--- src/rtl/byte_stream_fifo_src.sv ---
// First-word-fall-through byte FIFO feeding a valid/ready stream.
// Producer writes via wr_en_i; the consumer drains via valid_o/ready_i.
module byte_stream_fifo_src #(
    parameter int DATA_W = 8,
    parameter int DEPTH  = 8
) (
    input  logic                       clk,
    input  logic                       rst_n,
    input  logic                       wr_en_i,
    input  logic [DATA_W-1:0]          wr_data_i,
    output logic                       full_o,
    output logic [$clog2(DEPTH):0]     level_o,
    output logic                       overflow_o,
    input  logic                       clear_i,
    output logic                       valid_o,
    output logic [DATA_W-1:0]          data_o,
    input  logic                       ready_i
);

    localparam int AW = $clog2(DEPTH);
    localparam int CW = AW + 1;

    logic [DATA_W-1:0] r_mem [DEPTH];
    logic [AW-1:0]     r_wr_ptr;
    logic [AW-1:0]     r_rd_ptr;
    logic [CW-1:0]     r_count;
    logic              r_overflow;

    logic w_full;
    logic w_valid;
    logic w_wr_acc;
    logic w_rd_acc;

    // Status is decoded from registered count only, so no path from ready_i/wr_en_i.
    assign w_full   = (r_count == CW'(DEPTH));
    assign w_valid  = (r_count != '0);
    assign w_wr_acc = wr_en_i && !w_full;
    assign w_rd_acc = w_valid && ready_i;

    assign full_o     = w_full;
    assign valid_o    = w_valid;
    assign level_o    = r_count;
    assign overflow_o = r_overflow;
    assign data_o     = r_mem[r_rd_ptr];

    always_ff @(posedge clk) begin
        if (w_wr_acc && !clear_i) begin
            r_mem[r_wr_ptr] <= wr_data_i;
        end
    end

    always_ff @(posedge clk or negedge rst_n) begin
        if (!rst_n) begin
            r_wr_ptr   <= '0;
            r_rd_ptr   <= '0;
            r_count    <= '0;
            r_overflow <= 1'b0;
        end else if (clear_i) begin
            r_wr_ptr   <= '0;
            r_rd_ptr   <= '0;
            r_count    <= '0;
            r_overflow <= 1'b0;
        end else begin
            if (w_wr_acc) begin
                r_wr_ptr <= r_wr_ptr + AW'(1);
            end
            if (w_rd_acc) begin
                r_rd_ptr <= r_rd_ptr + AW'(1);
            end
            if (wr_en_i && w_full) begin
                r_overflow <= 1'b1;
            end
            if (w_wr_acc && !w_rd_acc) begin
                r_count <= r_count + CW'(1);
            end else if (w_rd_acc && !w_wr_acc) begin
                r_count <= r_count - CW'(1);
            end
        end
    end

endmodule
--- config.mk ---
export PLATFORM = sky130hd
export DESIGN_NAME = byte_stream_fifo_src
export DESIGN_NICKNAME = d
export VERILOG_FILES = /design/src/rtl/byte_stream_fifo_src.sv
export SDC_FILE = /design/constraint.sdc
export NUM_CORES = 1
export LEC_CHECK = 0
export CAP_MARGIN = 20
export CORE_ASPECT_RATIO = 1.5
export CORE_MARGIN = 4
export CORE_UTILIZATION = 26
export CTS_BUF_LIST = sky130_fd_sc_hd__clkbuf_4 sky130_fd_sc_hd__clkbuf_8 sky130_fd_sc_hd__clkbuf_16
export DETAILED_ROUTE_END_ITERATION = 12
export GPL_TIMING_DRIVEN = 0
export PLACE_DENSITY = 0.43
export SETUP_SLACK_MARGIN = 0.15
export SLEW_MARGIN = 40
export SYNTH_ARGS = -nofsm -noshare
export SYNTH_HDL_FRONTEND = slang
export SYNTH_SLANG_ARGS = --single-unit
--- constraint.sdc ---
create_clock -name clk -period 3.6 [get_ports clk]
set_input_delay 0.9 -clock clk [delete_from_list [all_inputs] [get_ports clk]]
set_output_delay 0.9 -clock clk [all_outputs]
set_load 0.1 [all_outputs]
* Word-level counts from Yosys, hierarchy flattened *
Memories as Yosys holds them, arrays and structs flattened.
Index checks and enable logic that the tools add are counted.

operators by class
  add/sub/neg operators = 4
  multipliers = 0
  divide/modulo/power cells = 0
  magnitude comparators = 0
  equality and inequality tests = 1
  shifts and indexed selects = 0
  muxes and demuxes = 11
  bitwise operators = 0
  reduce and logical (&&, ||, !) cells = 15

operators with widths
  kind                   number
  $mux W3                4
  $mux W4                3
  $add A3 B1 Y3 const B  2
  $logic_and A1 B1 Y1    6
  $reduce_bool A2 Y1     3
  $add A4 B1 Y4 const B  1
  $eq A4 B4 Y1 const B   1
  $logic_not A1 Y1       4
  $mux W1                4
  $reduce_bool A4 Y1     1
  $sub A4 B1 Y4 const B  1
  $reduce_bool A3 Y1     1

word-level totals
  flip-flop bits (word level) = 11
  bits in latches = 0
  memory bits (writable) = 64
  memory bits (read-only) = 0
  bits of input ports = 13
  memories kept = 1

memory list
  name   depth  bits a word  rd ports  clocked after memory_dff  write ports  line  source
  r_mem  8      8            1         0                         1            23    logic [DATA_W-1:0] r_mem [DEPTH];

* Logic depth before layout (Yosys ltp) *
  depth after elaboration = 8
  depth in mapped cells = 9
  mapped depth without buffers = 8

* Worst setup path after synthesis *
Ideal clock, no wire load.

  path type = reg-to-reg
  start point = register r_count[1] (netlist: level_o[1])
  end point = memory r_mem[0][0] (enable)
  setup time = 0.383 ns
  arrival time = 2.985 ns
  path slack = 0.232 ns
  cell stages (with the launch flop) = 6
  path buffers = 1
  clock period less this slack = 3.368 ns
  path through = dfrtp_1 -> or4b_1 -> buf_2 -> inv_1 -> or4_1 -> nor3_1

between the ends
  cells in the longest elaborated chain, start to end = 6

RTL lines
  element                        line  source
  start, declared                26    logic [CW-1:0] r_count;
  start signal, assigned         74    r_count <= r_count + CW'(1);
  start signal, assigned         76    r_count <= r_count - CW'(1);
  $eq A4 B4 Y1                   35    assign w_full = (r_count == CW'(DEPTH));
  named net full_o               11    output logic full_o,
  $logic_not A1 Y1               37    assign w_wr_acc = wr_en_i && !w_full;
  $logic_and A1 B1 Y1            37
  $logic_and A1 B1 Y1            47    if (w_wr_acc && !clear_i) begin
  $mux W1                        47
  $mux W1 (implied by the code)  48    r_mem[r_wr_ptr] <= wr_data_i;
  end, declared                  23

The timed path passes the listed nets, and every way through them passes these cells.

* Final worst setup path *
  start point = register r_rd_ptr[0]
  end point = output data_o[2]

between the ends
  cells in the longest elaborated chain, start to end = 1

RTL lines
  element                 line  source
  start, declared         25    logic [AW-1:0] r_rd_ptr;
  start signal, assigned  68    r_rd_ptr <= r_rd_ptr + AW'(1);
  $mem_v2 Z8 W8           -
  end, declared           16    output logic [DATA_W-1:0] data_o,

Every way passes these cells.

==> run metrics <==
Clock power frac 0.283; library cells used by synthesis 34; WP data arrival approximately 2400 ps; Clock Skew between 7 and 8 ps; Vias about 1,600; final setup fails 0; Buf/Inv on CP 3; placer congestion estimate roughly 0.66; Worst EP required around 2700 ps; slowest CP cell mux4_2; cell-internal power approximately 1.9 mW; DRC Markers 0; final cell count without fillers 370; CP Launch Point r_rd_ptr[0]; Initial Util 0.2689; Leakage approximately 1.3 nW; hold_buf cts 0; share of power burned in registers 0.333; largest net degree at the start of global routing 13; Worst-Skew Late Latency 340 ps; Top Family by Delay on Critical Path buffers and inverters; reg2reg end level_o[3]; Worst setup SP type register; Worst Hold Class register to register; Rel. slew slack 0.5054; die area between 0.01 and 0.015 sq mm; RR Startpoint level_o[1]; DR pass1 iterations 4; Levels on crit path 5; Syn Nets just under 200; switching share of total power 0.3925; Net Sw Power approximately 1.2 mW; max cap viols 0; P&R area growth vs syn 23.28%; Die H about 140 um; CTS tree done; Final Core Density 0.3315; Final Cycle Share 0.9039; Inst Count DP roughly 350; combinational power share 0.384; CTS buffer count 9; crit path cell chain clkbuf_4 -> buf_4 -> mux4_2 -> mux2_2 -> buf_2; Horiz. Die Dim 97.63 um; WS Path Type register to output port; Mean Syn Cell Area about 18 sq um; Setup crit end kind output port; CP endpoint data_o[2]; synthesized flop and latch total 75; unrepaired setup endpoints after global routing no; Crit Path Max Fanout 10; drt wl/cell about 18 um; layout cells sized above 1 0.3409; initial antenna violation count 0; WHS around 500 ps; Slew @ Worst Pin 741.9 ps; I/O Buffers 27; vias in the first global route 1,727; nets@finish between 200 and 250; post-synthesis sequential area ratio 0.7013; final total power between 3 and 4 mW; global-route usage over all layers 0.1030; Via density roughly 4.4; Synth warnings 0; Clock Tree Root clkbuf_16; total gr overflow 0; Antenna diodes 0; Starting DRT DRC Count approximately 80; FP Rows 48; Clock Tree Buf Depth 2; reg-to-reg setup timing slack approximately 960 ps; pwr dens around 820 mW/mm^2; Boundary Pins 28; Final Hold Vio Count 0; Syn Std Cell Area ~0.0031 sq mm; H-Tree Depth 3; global-route wire length before repair slightly above 10,000 um; post-route ant nets 0; FMAX between 0.3 and 0.4 GHz; status completed; Core Area roughly 0.012 sq mm; r2r worst-path depth 9; detailed-placement wirelength estimate between 4000 and 5000 um; drt total wl 6508 um; Reg clk slew, reported paths 50 ps; Critical Path Max Stage Delay 520 ps; Max IR drop VDD 0.0005138 V; CTS Sinks 75; Final Critical Period 3254 ps; Mapped Cells about 180; max-slew violation count 0
==> placed cells by master, fill, tap and decap left out, types with 2 or more instances in the layout <==
master | netlist | layout
clkbuf_2 | 0 | 2
o311ai_0 | 2 | 2
mux2_2 | 8 | 8
clkbuf_4 | 0 | 4
nand2b_1 | 3 | 3
clkdlybuf4s50_1 | 0 | 12
ha_1 | 4 | 4
a21oi_1 | 3 | 3
xor2_1 | 3 | 3
inv_1 | 5 | 5
mux4_2 | 16 | 16
dfrtp_1 | 11 | 11
nor2_2 | 0 | 6
nor2_1 | 17 | 11
edfxtp_1 | 64 | 64
nor3_2 | 0 | 2
xnor2_1 | 3 | 3
nand2_1 | 5 | 5
clkinv_2 | 0 | 2
buf_2 | 4 | 18
buf_4 | 0 | 2
nand3_1 | 2 | 2
mux2i_1 | 3 | 3
clkbuf_16 | 0 | 9
==> worst register-to-register path: cells and delay by family (launching register included) <==
| family | cells | cell delay, ps |
|---|---|---|
| compound gates | 5 | 940 |
| simple gates | 2 | 690 |
| fa+ha+maj | 1 | 240 |
| flops | 1 | 470 |
| buf+inv | 1 | 170 |
==> synth_stat cells, drive strengths merged <==
| master | count | area, sq um |
|---|---|---|
| ha | 4 | 50.05 |
| nand2 | 5 | 18.77 |
| nor3 | 3 | 15.01 |
| nor2b | 1 | 6.260 |
| or2 | 1 | 6.260 |
| xnor2 | 3 | 26.28 |
| fa | 1 | 20.02 |
| mux4 | 16 | 360.4 |
| nor2 | 17 | 63.81 |
| nand3 | 2 | 10.01 |
| clkbuf | 3 | 11.26 |
| or4 | 1 | 7.510 |
| or3 | 1 | 7.510 |
| a211oi | 1 | 7.510 |
| xor2 | 3 | 26.28 |
| dfrtp | 11 | 275.3 |
| nand2b | 3 | 18.77 |
| mux2i | 3 | 30.03 |
| edfxtp | 64 | 1922 |
| o41a | 1 | 12.51 |
| o211ai | 1 | 7.510 |
| nand4b | 1 | 8.760 |
| a21o | 1 | 7.510 |
| mux2 | 8 | 90.09 |
| or4b | 1 | 10.01 |
| a31oi | 1 | 6.260 |
| buf | 5 | 23.77 |
| a21oi | 3 | 15.01 |
| inv | 5 | 18.77 |
| o221ai | 2 | 23.77 |
| nor4b | 1 | 8.760 |
| o311ai | 2 | 17.52 |
==> cell type report <==
class,instances,area [sq um]
clock buffer,13,261.5
tap,150,187.7
clock inverter,3,40.04
inverter,5,18.77
buffer,8,42.54
sequential,75,2197
multi-input combinational,87,907.1
fill,1163,7789
timing repair buffer,29,207.7
==> repair_timing <==
action                                  4_1_cts  5_1_grt
resized for setup                             3        1
setup buffers                                 0        0
endpoints found under the setup margin        8        5
==> layer usage <==
metal  track usage  vias to the layer above  wire length [um]
li1              -                      776                 -
met2        0.1619                       34              3147
met4       0.04814                        0               152
met1        0.1288                      795              2927
met5             0                        -                 0
met3       0.03433                       11               280
==> logic make-up after synthesis <==
group,synth area share
flops,0.7013
fa+ha+maj,0.02237
xor+xnor,0.01678
simple gates,0.05791
mux,0.1534
buf+inv,0.01717
compound gates,0.03115
==> sequential cells by signal (all words and copies together) (netlist names) <==
register and count:
level_o 4, overflow_o 1, r_mem 64, r_rd_ptr 3
r_wr_ptr 3
==> how the worst min path moves through the flow <==
stage,cells past startpoint,start,endpoint
after floorplan,2,r_wr_ptr[0],r_wr_ptr[0]
after global placement,2,overflow_o,overflow_o
after detailed placement,2,overflow_o,overflow_o
final,2,overflow_o,overflow_o
after CTS,2,overflow_o,overflow_o
after global routing,2,overflow_o,overflow_o
==> per-stage QoR <==
stage	TNS [ps]	instance area [sq um]	worst slack [ps]
floorplan	0	3133	231.8
CTS	0	3860	181.6
finish	0	3862	345.8
global route	0	3862	195.6
detailed placement	0	3553	217.5
global placement	-4204	3591	-476.3
==> power groups by stage <==
stage / logic [mW] / registers, mW / clock network (mW)
after floorplan: 0.877 / 1.21 / 0
after global placement: 1.30 / 1.08 / 0
after detailed placement: 1.23 / 1.08 / 0
after CTS: 1.24 / 1.06 / 0.927
after global routing: 1.30 / 1.07 / 0.962
final: 1.22 / 1.06 / 0.901
(Power assumes the default switching activity.)
